[config.mk]
export PLATFORM = sky130hd
export DESIGN_NAME = gcd_controller
export DESIGN_NICKNAME = d
export VERILOG_FILES = /design/src/rtl/gcd_controller.sv
export SDC_FILE = /design/constraint.sdc
export NUM_CORES = 1
export LEC_CHECK = 0
export ABC_AREA = 1
export BUFFER_PORTS_ARGS = -buffer_cell sky130_fd_sc_hd__clkbuf_2
export CORE_AREA = 2 2 39 41
export DETAILED_ROUTE_END_ITERATION = 12
export DIE_AREA = 0 0 41 43
export PLACE_DENSITY = 0.63
export SYNTH_ARGS = -nofsm -noshare
export SYNTH_HDL_FRONTEND = slang
export SYNTH_SLANG_ARGS = --single-unit
[constraint.sdc]
create_clock -name clk -period 1.1 [get_ports clk]
set_input_delay 0 -clock clk [delete_from_list [all_inputs] [get_ports clk]]
set_output_delay 0 -clock clk [all_outputs]
set_load 0.01 [all_outputs]
[src/rtl/gcd_controller.sv]
// Control FSM for the subtractive 4-bit GCD engine.
// It steers the gcd_datapath from the eqflg/itflg flags and has an iteration watchdog.
module gcd_controller #(
  parameter int unsigned MAX_ITER = 15,
  parameter int unsigned CNT_W    = 4
) (
  input  logic clk,
  input  logic clr,
  input  logic start,
  input  logic eqflg,
  input  logic itflg,
  output logic xmsel,
  output logic ymsel,
  output logic xld,
  output logic yld,
  output logic gld,
  output logic ready,
  output logic done,
  output logic err
);

  typedef enum logic [2:0] {
    IDLE  = 3'd0,
    LOAD  = 3'd1,
    CHECK = 3'd2,
    SUBX  = 3'd3,
    SUBY  = 3'd4,
    GLD   = 3'd5,
    DONE  = 3'd6,
    ERR   = 3'd7
  } state_t;

  localparam logic [CNT_W-1:0] ITER_LIMIT = CNT_W'(MAX_ITER);

  state_t           state_q, state_d;
  logic [CNT_W-1:0] iter_cnt_q, iter_cnt_d;

  always_ff @(posedge clk) begin
    if (clr) begin
      state_q    <= IDLE;
      iter_cnt_q <= '0;
    end else begin
      state_q    <= state_d;
      iter_cnt_q <= iter_cnt_d;
    end
  end

  // The eq test comes before the watchdog test, so a match on the last
  // allowed iteration still reports a result.
  always_comb begin
    state_d    = state_q;
    iter_cnt_d = iter_cnt_q;
    unique case (state_q)
      IDLE:  if (start) state_d = LOAD;
      LOAD: begin
        iter_cnt_d = '0;
        state_d    = CHECK;
      end
      CHECK: begin
        if (eqflg)                         state_d = GLD;
        else if (iter_cnt_q == ITER_LIMIT) state_d = ERR;
        else if (itflg)                    state_d = SUBY;
        else                               state_d = SUBX;
      end
      SUBX, SUBY: begin
        if (iter_cnt_q != ITER_LIMIT) iter_cnt_d = iter_cnt_q + CNT_W'(1);
        state_d = CHECK;
      end
      GLD:   state_d = DONE;
      DONE:  state_d = IDLE;
      ERR:   state_d = IDLE;
      default: state_d = IDLE;
    endcase
  end

  always_comb begin
    xmsel = 1'b0;
    ymsel = 1'b0;
    xld   = 1'b0;
    yld   = 1'b0;
    gld   = 1'b0;
    ready = 1'b0;
    done  = 1'b0;
    err   = 1'b0;
    unique case (state_q)
      IDLE:  ready = 1'b1;
      LOAD: begin
        xmsel = 1'b1;
        ymsel = 1'b1;
        xld   = 1'b1;
        yld   = 1'b1;
      end
      CHECK: ;
      SUBX:  xld  = 1'b1;
      SUBY:  yld  = 1'b1;
      GLD:   gld  = 1'b1;
      DONE:  done = 1'b1;
      ERR:   err  = 1'b1;
      default: ;
    endcase
  end

endmodule
==> flow_summary_export.csv, run 1 <==
group,metric,value,unit
cts,cts_buffers,3,
placed_design,port_buffers,12,
power_and_ir_drop,power_density,1420,nW/um^2
route,vias,521,
yosys,synth_most_common_cell,"nand2_1",
run_status,outcome,"complete, but fails checks",
grt,grt_pass1_wl,1790,um
cts,cts.htree.levels,1,
floorplanning,dieWidth,41,um
floorplanning,ios,13,
timing,slew_headroom,0.889,
worst_setup_path,start_kind,"flop",
timing,finalHoldViolCount,0,
grt,grt_antenna_before_repair,0,
worst_setup_path,worst-path-stages,4,
yosys,synthDistinctLibCells,18,
route,drt-total-wl,1180,um
cts,cts_tree,"built",
yosys,synth_cells,65,
timing,whs,29.4,ps
worst_setup_path,required,1100,ps
flow_run,drv_cap,0,
floorplanning,die_h,43,um
worst_setup_path,path_cells,"inv_4 > buf_6 > nor3_4 > buf_2",
power_and_ir_drop,p_leak,0.316,nW
worst_setup_path,arrival,1120,ps
timing,setup-violations-final,2,
worst_setup_path,r2r-end,"iter_cnt_q[1]",
grt,grt-ovfl-total,0,
placed_design,gp_congestion,0.824,
power_and_ir_drop,max-vdd-ir-drop,737,uV
worst_hold_path,hold_end,"state_q[0]",
worst_setup_path,crit_fanout,4,
route,first_iter_violations,10,
final_layout,final_nets,96,
timing,fin_skew,6.52,ps
cts,clockRootBuffer,"clkbuf_4",
timing,timing.final.crit_share,1.02,
worst_setup_path,r2r_start,"state_q[0]",
yosys,ys_warn_count,0,
worst_setup_path,path_class,"reg2out",
yosys,synth_ff_type,"dfxtp_1",
yosys,synth-edff-count,0,
worst_setup_path,critPathMaxStageDelay,380,ps
placed_design,dp_slack,-83.5,ps
worst_setup_path,critPathTopFamily,"flip-flops",
cts,clk_latency,260,ps
worst_hold_path,hold_path_depth,3,
placed_design,dp_hpwl,734,um
placed_design,dpl-instance-area,527,um^2
worst_setup_path,reg2reg_depth,6,
grt,grt_max_degree,7,
yosys,postSynth.asyncResetShare,0,
worst_setup_path,rrSetupSlack,-10,ps
floorplanning,rows,14,
yosys,syn_nets,71,
yosys,synth_top_area_frac,0.330,
timing,post-route-min-period,1120,ps
grt,grt_pass1_vias,443,
route,firstDrtPassIters,4,
final_layout,nFillCells,139,
cts,cts.sinks,7,
route,wl_per_cell,11.2,um
floorplanning,start_util,0.307,
yosys,synth_area_leaders,"dfxtp_1 (33%), nand2_1 (11%), nand3_1 (8.3%)",
yosys,syn-cell-area,424,um^2
yosys,yosysSeqAreaShare,0.330,
worst_hold_path,hp-class,"in2reg",
timing,tightest_slew,165,ps
final_layout,post-route-util,0.517,
worst_setup_path,cpMaxStageDelayCell,"dfxtp_4",
final_layout,layout-drive-gt1-share,0.528,
yosys,syn_avg_cell_area,6.53,um^2
worst_setup_path,endpoint_kind,"output port",
timing,rsz0062_at_grt,"true",
route,ant_nets,0,
timing,maxSlewViolCount,0,
yosys,synth_seq_cells,7,
route,drc,0,
worst_hold_path,holdCritStartpoint,"start",
route,viasPerCell,4.96,
cts,clockBufferDepth,2,
cts,clk_pin_slew,50,ps
grt,track_usage,0.154,
run_status,violations,"setup timing",
floorplanning,dieArea,1760,um^2
final_layout,n_antenna_cell,0,
timing,max_freq,893,MHz
final_layout,area_growth,68.7,%
timing,setup_slack,-19.7,ps
yosys,synthTopCellsByCount,"nand2_1 (12), dfxtp_1 (7), inv_1 (7), nand3_1 (7), nor2_1 (7)",
final_layout,finalInstanceArea,716,um^2
floorplanning,coreArea,1380,um^2
yosys,synth_top_area_cell,"dfxtp_1",
worst_setup_path,path_buf_inv,3,
routing by layer:
layer | wire, um | part of all wire | up-vias | global-route usage
met5 | 0 | 0 | - | 0
met1 | 485 | 0.41 | 241 | 0.191
met2 | 620 | 0.52 | 15 | 0.209
met4 | 22 | 0.019 | 0 | 0.0800
met3 | 53 | 0.045 | 4 | 0.0785
li1 | - | - | 261 | -
cell families (layout without fill, tap and decap cells):
family,after synthesis,after routing,synth area share
simple gates,38,38,0.428
buf+inv,10,34,0.0974
compound gates,9,9,0.115
flops,7,7,0.330
fa+ha+maj,1,1,0.0295
layout make-up:
class	instances	area, um^2	area share
tap	16	20.0	0.0280
sequential	7	156	0.219
inverter	9	41.3	0.0577
clock buffer	4	26.3	0.0367
timing repair buffer	21	150	0.210
multi-input combinational	48	322	0.449
worst max-delay path by stage:
| stage | from | endpoint | slack [ps] |
|---|---|---|---|
| finish | state_q[2] | gld | -20 |
| global route | state_q[2] | done | -80 |
| CTS | state_q[2] | gld | -9 |
| detailed placement | iter_cnt_q[0] | iter_cnt_q[1] | -80 |
| global placement | iter_cnt_q[0] | iter_cnt_q[1] | -70 |
| floorplan | iter_cnt_q[0] | iter_cnt_q[1] | 20 |
per-stage QoR:
step | cells | total power, mW | setup TNS [ps]
3_3_place_gp | 96 | 0.622 | -168
4_1_cts | 102 | 0.893 | -8.73
3_5_place_dp | 96 | 0.622 | -366
6_report | 105 | 1.01 | -28.4
5_1_grt | 105 | 1.08 | -301
2_1_floorplan | 65 | 0.514 | 0
what timing repair did:
action | in CTS | in global routing
gates resized for setup | 6 | 35
setup buffers | 1 | 3
setup endpoints to repair | 12 | 13
hold endpoints to repair | 5 | 0
hold buffers | 1 | 0
pin swaps | 1 | 6
cells in the final DEF, fill, tap and decap left out, types with 2 or more instances in the layout:
cell type,count
a21oi_1,5
buf_2,3
buf_4,6
buf_6,4
clkbuf_2,7
clkbuf_4,3
dfxtp_1,2
dfxtp_4,4
inv_1,5
inv_2,2
nand2_1,10
nand2_2,2
nand2_4,3
nand3_1,6
nand3b_1,3
nor2_1,4
nor2_2,3
registers in the layout, indices dropped and copies added, names as in the netlist:
| name | cells |
|---|---|
| state_q | 3 |
| iter_cnt_q | 4 |
where the power goes:
part	switching, mW	internal (mW)	leakage, nW
clock	0.103	0.139	0.0150
sequential	0.0477	0.291	0.0604
combinational	0.231	0.203	0.241
total	0.382	0.633	0.316
worst register-to-register path, cell delays in order (launching register included):
cell and delay [ps]:
dfxtp_4 380, nor2_1 50, nand2_1 140, nand2_4 100, buf_6 130, a22oi_2 160
nor2_1 50
Note: power is estimated with default switching activity, not from simulation.
==> run 2: changes to the inputs <==
--- a/config.mk
+++ b/config.mk
@@ -10,7 +10,7 @@
 export CORE_AREA = 2 2 39 41
 export DETAILED_ROUTE_END_ITERATION = 12
 export DIE_AREA = 0 0 41 43
-export PLACE_DENSITY = 0.63
+export PLACE_DENSITY = 0.61
 export SYNTH_ARGS = -nofsm -noshare
 export SYNTH_HDL_FRONTEND = slang
 export SYNTH_SLANG_ARGS = --single-unit
==> constraint.sdc (replaced) <==
create_clock -name clk -period 1.4 [get_ports clk]
set_input_delay 0 -clock clk [delete_from_list [all_inputs] [get_ports clk]]
set_output_delay 0 -clock clk [all_outputs]
set_load 0.01 [all_outputs]
==> run 2 against run 1 <==
Compared with the run above:
- the flow now finishes without violations
- core utilization shrank 13 points
- largest cell class unchanged
- design area shrank 26%
- sequential power shrank 26%
- worst hold slack lost 19 ps
==> flow_summary_export.csv, run 2 (synthesis gave the netlist of run 1 again) <==
group,metric,value,unit
timing,finalHoldViolCount,0,
cts,cts_buffers,3,
power_and_ir_drop,combinationalPowerShare,0.326,
final_layout,area_growth,25.7,%
worst_setup_path,crit_start,"iter_cnt_q[0]",
power_and_ir_drop,power_switching,0.238,mW
grt,grt_antenna_before_repair,0,
grt,grt_pass1_wl,1480,um
power_and_ir_drop,max-vdd-ir-drop,483,uV
cts,cts.sinks,7,
floorplanning,die_h,43,um
power_and_ir_drop,pwr-share-clk,0.290,
timing,slew_headroom,0.858,
power_and_ir_drop,power_density,1220,nW/um^2
floorplanning,start_util,0.307,
timing,maxSlewViolCount,0,
grt,grt_max_degree,9,
timing,fin_setup_tns,0,ps
worst_setup_path,arrival,1360,ps
worst_setup_path,rrSetupSlack,180,ps
worst_setup_path,start_kind,"flop",
grt,grt-ovfl-total,0,
power_and_ir_drop,p_int,0.414,mW
final_layout,largest_register_ffs,4,
flow_run,drv_cap,0,
timing,tightest_slew,211,ps
timing,timing.final.crit_share,0.870,
timing,post-route-min-period,1220,ps
cts,clk_latency,260,ps
power_and_ir_drop,p_leak,0.259,nW
worst_setup_path,required,1540,ps
final_layout,layout-drive-gt1-share,0.272,
grt,track_usage,0.128,
worst_setup_path,r2r_start,"iter_cnt_q[0]",
worst_setup_path,reg2reg_depth,6,
route,ant_nets,0,
cts,clockRootBuffer,"clkbuf_4",
final_layout,nFillCells,162,
final_layout,post-route-util,0.385,
cts,cts_hold_buf,1,
timing,rsz0062_at_grt,"false",
floorplanning,coreArea,1380,um^2
final_layout,final_nets,88,
worst_hold_path,hp-class,"in2reg",
final_layout,top_regs,"iter_cnt_q: 4 flops, state_q: 3 flops",
timing,setup-violations-final,0,
timing,max_freq,821,MHz
floorplanning,rows,14,
placed_design,gp_congestion,0.793,
worst_setup_path,r2r-end,"iter_cnt_q[1]",
route,drc,0,
floorplanning,dieWidth,41,um
route,firstDrtPassIters,4,
final_layout,finalInstanceArea,533,um^2
worst_setup_path,crit_fanout,6,
route,vias,465,
route,wl_per_cell,9.15,um
worst_setup_path,endpoint_kind,"flop",
route,drt-total-wl,888,um
final_layout,regMostFlops,"iter_cnt_q",
route,first_iter_violations,6,
power_and_ir_drop,pwr-share-seq,0.384,
timing,fin_skew,9.53,ps
power_and_ir_drop,p_sw_frac,0.365,
run_status,outcome,"completed",
floorplanning,ios,13,
timing,setup_slack,182,ps
cts,cts.htree.levels,1,
cts,clockBufferDepth,2,
floorplanning,dieArea,1760,um^2
placed_design,dp_slack,218,ps
worst_setup_path,endpoint,"iter_cnt_q[1]",
placed_design,dp_hpwl,709,um
cts,cts_setup_buffers,0,
route,viasPerCell,4.79,
worst_setup_path,path_class,"reg2reg",
cts,cts_tree,"built",
power_and_ir_drop,power.total,0.652,mW
placed_design,port_buffers,12,
final_layout,mostFrequentLayoutCells,"nand2_1 (12), clkbuf_2 (12)",
cts,postCtsResizedCells,0,
cts,clk_pin_slew,60,ps
grt,grt_pass1_vias,360,
final_layout,n_antenna_cell,0,
placed_design,dpl-instance-area,497,um^2
==> run 2: layout make-up <==
type / instances / area, um^2 / area share
clock buffers: 4 / 26.3 / 0.0493
inverters: 9 / 33.8 / 0.0634
multi-input cells: 48 / 243 / 0.455
flip-flops and latches: 7 / 140 / 0.263
well taps: 16 / 20.0 / 0.0376
repair buffers: 13 / 70.1 / 0.131
==> run 2: how the worst min path moves through the flow <==
| stage | from | endpoint | slack [ps] | depth (start not counted) |
|---|---|---|---|---|
| 3_3_place_gp | start | state_q[0] | 280 | 3 |
| 4_1_cts | start | state_q[0] | 2 | 3 |
| 5_1_grt | start | state_q[0] | 30 | 3 |
| 6_report | start | state_q[0] | 10 | 3 |
| 2_1_floorplan | clr | iter_cnt_q[0] | 70 | 1 |
| 3_5_place_dp | clr | iter_cnt_q[3] | 270 | 2 |
==> run 2: power groups by stage <==
stage | sequential, mW | combinational [mW] | clock, mW
floorplan | 0.248 | 0.156 | 0
global placement | 0.254 | 0.211 | 0
detailed placement | 0.254 | 0.212 | 0
CTS | 0.250 | 0.215 | 0.199
global route | 0.255 | 0.247 | 0.211
finish | 0.250 | 0.213 | 0.189
==> run 2: per-stage QoR <==
step,cells,hold WS (ps)
floorplan,65,69.1
global placement,92,277
detailed placement,92,270
CTS,97,2.49
global route,97,25.8
finish,97,10.7
==> run 2: worst max-delay path, stage by stage, from the launching register on <==
cell	delay, ps
dfxtp_1	380
ha_1	200
nand3_1	170
nand2_2	170
nand3b_1	90
nand2_1	60
nor2_1	40
==> run 2: layer usage <==
layer,vias up,part of all wire,global-route usage
li1,246,-,-
met3,4,0.043,0.0314
met4,0,0.019,0.100
met2,11,0.46,0.169
met1,204,0.48,0.168
met5,-,0,0
==> run 3: changes to the inputs <==
--- a/config.mk
+++ b/config.mk
@@ -7,10 +7,12 @@
 export LEC_CHECK = 0
 export ABC_AREA = 1
 export BUFFER_PORTS_ARGS = -buffer_cell sky130_fd_sc_hd__clkbuf_2
+export CELL_PAD_IN_SITES_DETAIL_PLACEMENT = 1
+export CELL_PAD_IN_SITES_GLOBAL_PLACEMENT = 1
 export CORE_AREA = 2 2 39 41
 export DETAILED_ROUTE_END_ITERATION = 12
 export DIE_AREA = 0 0 41 43
-export PLACE_DENSITY = 0.61
+export PLACE_DENSITY = 0.8
 export SYNTH_ARGS = -nofsm -noshare
 export SYNTH_HDL_FRONTEND = slang
 export SYNTH_SLANG_ARGS = --single-unit
==> run 3 against run 2 <==
Compared with the run above:
- die area did not move
- power grew 1.9%
- critical endpoint is now iter_cnt_q[3]
- worst hold slack improved by 20 ps
- global-route usage grew 2.8 points
- wire length increased by 19%
==> flow_summary_export.csv, run 3 (synthesis gave the netlist of run 1 again) <==
group,metric,value,unit
final_layout,largest_register_ffs,4,
cts,cts_tree,"built",
worst_setup_path,arrival,1380,ps
timing,finalHoldViolCount,0,
power_and_ir_drop,power_density,1240,nW/um^2
final_layout,regMostFlops,"iter_cnt_q",
power_and_ir_drop,p_sw_frac,0.382,
power_and_ir_drop,max-vdd-ir-drop,729,uV
final_layout,layout-drive-gt1-share,0.296,
grt,grt_max_degree,9,
placed_design,gp_congestion,0.781,
timing,post-route-min-period,1230,ps
cts,clk_pin_slew,70,ps
timing,max_freq,810,MHz
final_layout,top_regs,"iter_cnt_q: 4 flops, state_q: 3 flops",
timing,fin_skew,13.7,ps
placed_design,dp_hpwl,848,um
grt,track_usage,0.156,
final_layout,area_growth,26.3,%
floorplanning,die_h,43,um
power_and_ir_drop,p_int,0.411,mW
worst_setup_path,required,1540,ps
placed_design,port_buffers,12,
worst_setup_path,crit_path_frequent_cell,"nand2_1",
timing,slew_headroom,0.836,
run_status,outcome,"completed",
floorplanning,rows,14,
floorplanning,ios,13,
grt,grt_pass1_wl,1800,um
worst_setup_path,path_cells,"ha_1 > nand3_1 > nand2_2 > nand2_1 > nand2_1 > a21oi_1",
route,first_iter_violations,4,
worst_hold_path,hp-class,"in2reg",
flow_run,drv_cap,0,
power_and_ir_drop,pwr-share-seq,0.377,
grt,grt_antenna_before_repair,0,
power_and_ir_drop,p_leak,0.263,nW
final_layout,mostFrequentLayoutCells,"nand2_1 (12), clkbuf_2 (12), inv_1 (7), nor2_1 (7), nand3_1 (7)",
worst_setup_path,start_kind,"flop",
cts,clk_latency,270,ps
grt,grt_pass1_vias,442,
route,drc,0,
final_layout,finalNonFillerCells,97,
timing,fin_setup_tns,0,ps
route,wl_per_cell,10.9,um
grt,grt-ovfl-total,0,
cts,cts.htree.levels,1,
worst_setup_path,crit_fanout,6,
route,ant_nets,0,
cts,cts.sinks,7,
cts,clockBufferDepth,2,
final_layout,final_nets,88,
floorplanning,start_util,0.307,
worst_setup_path,critPathMaxStageDelay,370,ps
power_and_ir_drop,combinationalPowerShare,0.329,
route,viasPerCell,4.90,
placed_design,place_inst,92,
route,vias,475,
cts,clockRootBuffer,"clkbuf_4",
worst_setup_path,endpoint_kind,"flop",
floorplanning,coreArea,1380,um^2
power_and_ir_drop,power_switching,0.254,mW
timing,rsz0062_at_grt,"false",
cts,cts_setup_buffers,0,
final_layout,nFillCells,191,
timing,setup_slack,165,ps
timing,tightest_slew,245,ps
cts,cts_buffers,3,
worst_setup_path,path_class,"reg2reg",
timing,timing.final.crit_share,0.882,
power_and_ir_drop,pwr-share-clk,0.294,
floorplanning,dieWidth,41,um
timing,setup-violations-final,0,
floorplanning,dieArea,1760,um^2
timing,maxSlewViolCount,0,
worst_setup_path,cpMaxStageDelayCell,"dfxtp_2",
route,drt-total-wl,1060,um
placed_design,dp_slack,163,ps
route,firstDrtPassIters,2,
final_layout,n_antenna_cell,0,
==> run 3: cell types whose count changed in the layout (fill, tap and decap cells not counted), sizes merged <==
| cell | change |
|---|---|
| clkbuf | -1 |
| clkinv | +1 |
==> run 3: area by class of cell <==
type	instances	area, um^2	area share
Tap cell	16	20.0	0.0374
Inverter	9	33.8	0.0631
Clock inverter	1	5.00	0.00935
Multi-Input combinational cell	48	243	0.453
Timing Repair Buffer	13	70.1	0.131
Clock buffer	3	22.5	0.0421
Sequential cell	7	141	0.264
==> run 3: what timing repair did <==
item	CTS	global route
gates resized for setup	0	1
hold endpoints to repair	5	0
hold buffers	1	0
setup endpoints to repair	0	1
==> run 3: metal layers <==
| layer | up-vias | part of all wire | global-route usage |
|---|---|---|---|
| met1 | 213 | 0.46 | 0.200 |
| met3 | 4 | 0.030 | 0.0314 |
| li1 | 248 | - | - |
| met4 | 0 | 0.031 | 0.120 |
| met5 | - | 0 | 0 |
| met2 | 10 | 0.48 | 0.216 |
==> run 3: worst paths after layout <==
check / from / endpoint / slack [ps] / cells after the start
hold / removal: start / state_q[0] / 30 / 3
hold reg to reg: iter_cnt_q[3] / iter_cnt_q[3] / 530 / 2
setup / recovery: iter_cnt_q[0] / iter_cnt_q[3] / 170 / 6
setup reg to reg: iter_cnt_q[0] / iter_cnt_q[3] / 170 / 6
==> run 3: metrics by stage <==
step	total power, mW	cell area [um^2]	util	hold WS (ps)
finish	0.664	536	0.387	30.3
global route	0.719	536	0.387	57.3
CTS	0.665	534	0.386	39.4
detailed placement	0.474	497	0.359	262
global placement	0.466	497	0.359	264
floorplan	0.404	424	-	69.1
==> run 3: power groups by stage <==
stage	logic, mW	registers, mW	clock network, mW
floorplan	0.156	0.248	0
global placement	0.213	0.253	0
detailed placement	0.219	0.254	0
CTS	0.222	0.250	0.193
global route	0.250	0.257	0.212
finish	0.219	0.251	0.195
==> run 3: worst max-delay path: cells and delay by family (launching register included) <==
kind | cells | cell delay (ps)
fa+ha+maj | 1 | 210
flops | 1 | 370
simple gates | 4 | 480
compound gates | 1 | 50
